## src/rtl/regfile_ctrl_pkg.sv

```systemverilog
// Shared types and constants for the register file access controller.
// Imported by the controller top and its clear sequencer.
package regfile_ctrl_pkg;

  localparam int REG_ADDR_W = 5;
  localparam int NUM_REGS   = 32;

  localparam logic [REG_ADDR_W-1:0] REG_X0   = 5'd0;
  localparam logic [REG_ADDR_W-1:0] REG_LAST =
    REG_ADDR_W'(NUM_REGS - 1);

  typedef enum logic [2:0] {
    INIT    = 3'd0,
    IDLE    = 3'd1,
    RD      = 3'd2,
    WR_WAIT = 3'd3,
    RSP     = 3'd4
  } state_t;

  function automatic logic is_live_reg(
    input logic [REG_ADDR_W-1:0] addr
  );
    return addr != REG_X0;
  endfunction

endpackage

```

## src/rtl/regfile_init_seq.sv

```systemverilog
// Post-reset clear sequencer: walks x0..x31 once, then idles.
// Restarts only through its asynchronous active-low reset.
module regfile_init_seq
  import regfile_ctrl_pkg::*;
(
  input  logic                  clk,
  input  logic                  rst_n,
  output logic [REG_ADDR_W-1:0] clear_addr,
  output logic                  clear_active
);

  logic done_q;

  // Step the clear address once per cycle until the last register.
  always_ff @(posedge clk or negedge rst_n) begin
    if (!rst_n) begin
      clear_addr <= '0;
      done_q     <= 1'b0;
    end else if (!done_q) begin
      if (clear_addr == REG_LAST) begin
        done_q <= 1'b1;
      end else begin
        clear_addr <= clear_addr + 1'b1;
      end
    end
  end

  assign clear_active = !done_q;

endmodule

```

## src/rtl/regfile_access_ctrl.sv

```systemverilog
// Register file write-port arbiter and debug access controller.
// Clears the file after reset, then shares the port core/debug.
module regfile_access_ctrl
  import regfile_ctrl_pkg::*;
#(
  parameter int WIDTH        = 32,
  parameter int STARVE_LIMIT = 8
) (
  input  logic                  clk,
  input  logic                  reset,
  input  logic                  core_we,
  input  logic [REG_ADDR_W-1:0] core_rd,
  input  logic [WIDTH-1:0]      core_wdata,
  output logic                  core_stall,
  input  logic                  dbg_req_valid,
  output logic                  dbg_req_ready,
  input  logic                  dbg_req_write,
  input  logic [REG_ADDR_W-1:0] dbg_req_addr,
  input  logic [WIDTH-1:0]      dbg_req_wdata,
  output logic                  dbg_rsp_valid,
  input  logic                  dbg_rsp_ready,
  output logic [WIDTH-1:0]      dbg_rsp_data,
  output logic                  dbg_rsp_err,
  output logic                  rf_write_enable,
  output logic [REG_ADDR_W-1:0] rf_dest_select,
  output logic [WIDTH-1:0]      rf_data,
  output logic [REG_ADDR_W-1:0] rf_debug_select,
  input  logic [WIDTH-1:0]      rf_debug_out,
  output logic                  init_done
);

  localparam int CNT_W = $clog2(STARVE_LIMIT + 1);
  localparam logic [CNT_W-1:0] LIMIT = CNT_W'(STARVE_LIMIT);

  state_t                state;
  logic [CNT_W-1:0]      wait_cnt;
  logic [REG_ADDR_W-1:0] addr_q;
  logic [WIDTH-1:0]      wdata_q;
  logic [REG_ADDR_W-1:0] clear_addr;
  logic                  clear_active;
  logic                  core_busy;
  logic                  starved;
  logic                  grant;

  regfile_init_seq u_init_seq (
    .clk          (clk),
    .rst_n        (reset),
    .clear_addr   (clear_addr),
    .clear_active (clear_active)
  );

  assign init_done = !clear_active;

  assign core_busy = core_we && is_live_reg(core_rd);
  assign starved   = (wait_cnt == LIMIT);
  assign grant     = (state == WR_WAIT)
                  && (!core_busy || starved);

  assign dbg_req_ready   = reset && (state == IDLE);
  assign rf_debug_select = addr_q;

  // Write-port mux: clear, granted debug write, else core writeback.
  always_comb begin
    rf_write_enable = 1'b0;
    rf_dest_select  = core_rd;
    rf_data         = core_wdata;
    core_stall      = 1'b0;
    if (!reset) begin
      core_stall = 1'b1;
    end else if (state == INIT) begin
      rf_write_enable = 1'b1;
      rf_dest_select  = clear_addr;
      rf_data         = '0;
      core_stall      = 1'b1;
    end else if (grant) begin
      rf_write_enable = is_live_reg(addr_q);
      rf_dest_select  = addr_q;
      rf_data         = wdata_q;
      core_stall      = core_busy;
    end else begin
      rf_write_enable = core_busy;
    end
  end

  // Debug transaction FSM with registered response outputs.
  always_ff @(posedge clk or negedge reset) begin
    if (!reset) begin
      state         <= INIT;
      wait_cnt      <= '0;
      addr_q        <= '0;
      wdata_q       <= '0;
      dbg_rsp_data  <= '0;
      dbg_rsp_valid <= 1'b0;
      dbg_rsp_err   <= 1'b0;
    end else begin
      case (state)
        INIT: begin
          if (clear_addr == REG_LAST) begin
            state <= IDLE;
          end
        end
        IDLE: begin
          if (dbg_req_valid) begin
            addr_q  <= dbg_req_addr;
            wdata_q <= dbg_req_wdata;
            if (dbg_req_write) begin
              wait_cnt <= '0;
              state    <= WR_WAIT;
            end else begin
              state <= RD;
            end
          end
        end
        RD: begin
          dbg_rsp_data  <= rf_debug_out;
          dbg_rsp_err   <= 1'b0;
          dbg_rsp_valid <= 1'b1;
          state         <= RSP;
        end
        WR_WAIT: begin
          if (grant) begin
            dbg_rsp_data  <= wdata_q;
            dbg_rsp_err   <= !is_live_reg(addr_q);
            dbg_rsp_valid <= 1'b1;
            state         <= RSP;
          end else if (!starved) begin
            wait_cnt <= wait_cnt + 1'b1;
          end
        end
        RSP: begin
          if (dbg_rsp_ready) begin
            dbg_rsp_valid <= 1'b0;
            state         <= IDLE;
          end
        end
        default: begin
          state <= INIT;
        end
      endcase
    end
  end

endmodule

```

## config.mk

```make
export PLATFORM = sky130hd
export DESIGN_NAME = regfile_access_ctrl
export DESIGN_NICKNAME = d
export VERILOG_FILES = /design/src/rtl/regfile_ctrl_pkg.sv /design/src/rtl/regfile_init_seq.sv /design/src/rtl/regfile_access_ctrl.sv
export SDC_FILE = /design/constraint.sdc
export NUM_CORES = 1
export LEC_CHECK = 0
export ABC_AREA = 1
export CORE_MARGIN = 2
export CORE_UTILIZATION = 35
export DETAILED_ROUTE_END_ITERATION = 6
export GPL_TIMING_DRIVEN = 0
export MAX_ROUTING_LAYER = met4
export PLACE_DENSITY = 0.68
export SKIP_LAST_GASP = 1
export SYNTH_ARGS = -nofsm -noshare
export SYNTH_HDL_FRONTEND = slang
export SYNTH_SLANG_ARGS = --single-unit
```

## constraint.sdc

```tcl
create_clock -name clk -period 2.25 [get_ports clk]
set_input_delay 0.3375 -clock clk [delete_from_list [all_inputs] [get_ports clk]]
set_output_delay 0.3375 -clock clk [all_outputs]
set_load 0.05 [all_outputs]
```

==> summary.md <==
| Metric | Value |
|---|---|
| Outcome | `complete, but fails checks` |
| Failing checks | `negative setup slack` |
| Hpwl dp | `10.7 mm` |
| Largest net degree at the start of global routing | `47` |
| Post-synthesis register bit count | `84` |
| Post-Syn Nets | `634` |
| Hold Slack | `around 0.5 ns` |
| Ys flop type | `dfrtp_1` |
| Wire per inst | `16.4 um` |
| Required time of the critical path | `1.91 ns` |
| Placed cells | `882` |
| Fin crit period | `~2.3 ns` |
| Synthesized area | `4520 um^2` |
| Post-route ant nets | `0` |
| Die Footprint | `13,900 um^2` |
| Initial core utilization | `35.9%` |
| Fillers | `1,093` |
| Post-Syn Area per Cell | `8.73 um^2` |
| Final setup vio count | `30` |
| Total Power | `0.0104 W` |
| Top-area cell type share of the netlist area | `a little under half` |
| Data arrival, critical path | `1.99 ns` |
| CTS buffer count | `9` |
| Chip Height | `around 120 um` |
| 1st-iter DRT viols | `between 200 and 250` |
| P_leak | `3.49 nW` |
| GR Util All Layers | `22.0%` |
| Crit share post-route | `103%` |
| Final hold vios | `0` |
| Post-synth EDFFs | `0` |
| Worst Tran Pin Value | `0.596 ns` |
| Clock Tree Buf Depth | `2` |
| Input/output buffers | `191` |
| CTS tree | `built` |
| Site Rows | `41` |
| Pre-antenna DRT Iters | `5` |
| Yosys top cell by area | `dfrtp_1` |
| Finished layout cell area | `7680 um^2` |
| Synth Warn # | `0` |
| Max Cap Violations | `0` |
| Maximum vdd drop | `0.000818 V` |
| Critical path class | `register to output port` |
| Sequential cell area | `roughly 2100 um^2` |
| Core area | `12,600 um^2` |
| Mapped Cells | `approximately 520` |
| Hold crit path type | `register to register` |
| Vias | `4,444` |
| Slew HR | `60.1%` |
| Initial antenna violation count | `0` |
| Via density | `4.80` |
| Final wirelength | `around 15 mm` |
| Post-synth top cells | `dfrtp_1 (84), nor2_1 (75), nand2_1 (71)` |
| Post-synthesis sequential area ratio | `46.5%` |
| Crit end category | `output port` |
| First-pass GRT wire length | `between 20 and 25 mm` |
| Count of cell types in the netlist | `31` |
| Most frequent cell after synthesis | `dfrtp_1` |
| Post-route insts no fill | `926` |
| Vias in the first global route | `4,639` |
| Placer Congestion | `0.922` |
| Clock latency on the worst-skew pair | `0.34 ns` |
| Clk slew on worst S/H paths | `0.06 ns` |
| Remaining Overflow, GRT | `0` |
| Fmax | `430 MHz` |
| Area delta synth->final | `69.8%` |
| Clk root buf | `clkbuf_16` |
| Placed standard-cell area | `between 6000 and 7000 um^2` |
| Layout Nets | `about 870` |
| Fin. max-slew vios | `0` |
| Final WS setup | `-0.0747 ns` |
| Synth top area cells | `dfrtp_1 (46%), mux2_2 (7.5%), o21ai_0 (6.3%)` |
| H-tree depth | `3` |
| Clock skew | `0.00676 ns` |
| DIE WIDTH | `118 um` |
| Cell Pwr Density | `roughly 1400 nW/um^2` |
| Ports | `192` |
| CP Max Fanout | `5` |
| RSZ-0062 raised after global routing | `yes` |
| CP Launch Type | `register` |
| Diodes inserted | `0` |
| Clk sinks | `between 80 and 90` |
| DRC viols | `0` |
| Async SR Flop Fraction | `100%` |
| Multi-input gate area | `around 2300 um^2` |
| Share of cells above drive strength 1 | `32.5%` |
## report_power, final
group	switching, W	internal [W]
Combinational	0.00375	0.00241
Sequential	0.000537	0.00219
Clock	0.000630	0.000895
Total	0.00492	0.00550
## sequential cells by signal, indices dropped and copies added, names as in the netlist
signal	flops
wdata_q	32
u_init_seq.clear_addr	5
dbg_rsp_data	32
rf_debug_select	5
u_init_seq.done_q	1
dbg_rsp_err	1
wait_cnt	4
state	3
dbg_rsp_valid	1
## per-layer routing
| metal | global-route usage, % | share of wire, % |
|---|---|---|
| met4 | 7.23 | 1.4 |
| met3 | 3.92 | 4.6 |
| met5 | - | 0 |
| met2 | 37.1 | 51 |
| met1 | 26.7 | 43 |
## final timing paths
path                             startpoint  cells past startpoint               end  slack (ns)
setup / recovery                wait_cnt[0]                     11       rf_data[16]       -0.07
hold / removal             dbg_rsp_data[24]                      1  dbg_rsp_data[24]        0.49
setup reg to reg                   state[1]                      8  dbg_rsp_data[24]        0.31
hold reg to reg            dbg_rsp_data[24]                      1  dbg_rsp_data[24]        0.49
max in group asynchronous             reset                      3        wdata_q[6]        1.33
min in group asynchronous             reset                      3  dbg_rsp_data[20]        0.68
## critical path, cell delays in order (launching register included)
cell and delay [ns]:
dfrtp_1 0.41, inv_2 0.08, ha_4 0.14, nand3b_4 0.09, nand3_4 0.10, nand2_8 0.08, nor2_4 0.12, buf_6 0.16
buf_6 0.13, nand2_1 0.07, o21ai_2 0.08, buf_6 0.18
## metrics by stage
step | setup slack (ns) | TNS, ns | utilization (%)
6_report | -0.0747 | -1.08 | 60.9
5_1_grt | -0.151 | -3.69 | 60.9
4_1_cts | -0.0810 | -1.46 | 58.2
3_5_place_dp | -1.06 | -37.46 | 53.1
3_3_place_gp | -4.23 | -360.64 | 52.9
2_1_floorplan | -0.370 | -2.71 | -
## layout by cell type (no fill, tap or decap), types with 3 or more instances in the layout
master / netlist / final
a21oi_1: 10 / 7
a21oi_2: 0 / 3
buf_12: 0 / 4
buf_2: 10 / 7
buf_4: 3 / 20
buf_6: 5 / 50
buf_8: 2 / 6
clkbuf_1: 4 / 4
clkbuf_16: 0 / 9
clkdlybuf4s50_1: 0 / 146
dfrtp_1: 84 / 83
dlygate4sd2_1: 0 / 5
ha_1: 4 / 3
inv_1: 61 / 58
inv_2: 8 / 9
mux2_2: 30 / 30
nand2_1: 71 / 44
nand2_2: 2 / 17
nand2_4: 3 / 13
nand3_1: 11 / 10
nor2_1: 75 / 74
nor2_4: 3 / 4
o21a_1: 27 / 27
o21ai_0: 57 / 30
o21ai_1: 10 / 5
o21ai_2: 17 / 48
o21bai_2: 0 / 3
o22ai_1: 3 / 3
xor2_1: 5 / 5
## logic make-up (layout without fill, tap and decap cells)
group,after synthesis,in the layout,synth area share [%]
adder cells (fa/ha/maj),4,4,1.11
XOR/XNOR,5,5,0.968
flip-flops,84,84,46.5
multiplexers,30,30,7.47
buffers and inverters,95,331,9.79
AND/OR/NAND/NOR,172,172,16.6
AO/OA/AOI/OAI,128,128,17.6
## area by class of cell
cell class                      instances  share of cell area, %
Timing Repair Buffer                  221                   29.3
Multi-Input combinational cell        339                   30.0
Clock buffer                           11                   3.16
Buffer                                 25                   3.08
Tap cell                              172                   2.80
Inverter                               69                   3.44
Sequential cell                        84                   27.4
Clock inverter                          5                  0.782
## repair_timing
item                                    CTS  global route
gates resized for setup                 334            78
hold buffers                              2             0
pin swaps                                10             6
setup buffers                            14            10
hold endpoints to repair                 38             0
cloned                                    3             0
endpoints found under the setup margin   40            39
No activity file was read; power rests on OpenSTA's default activity.
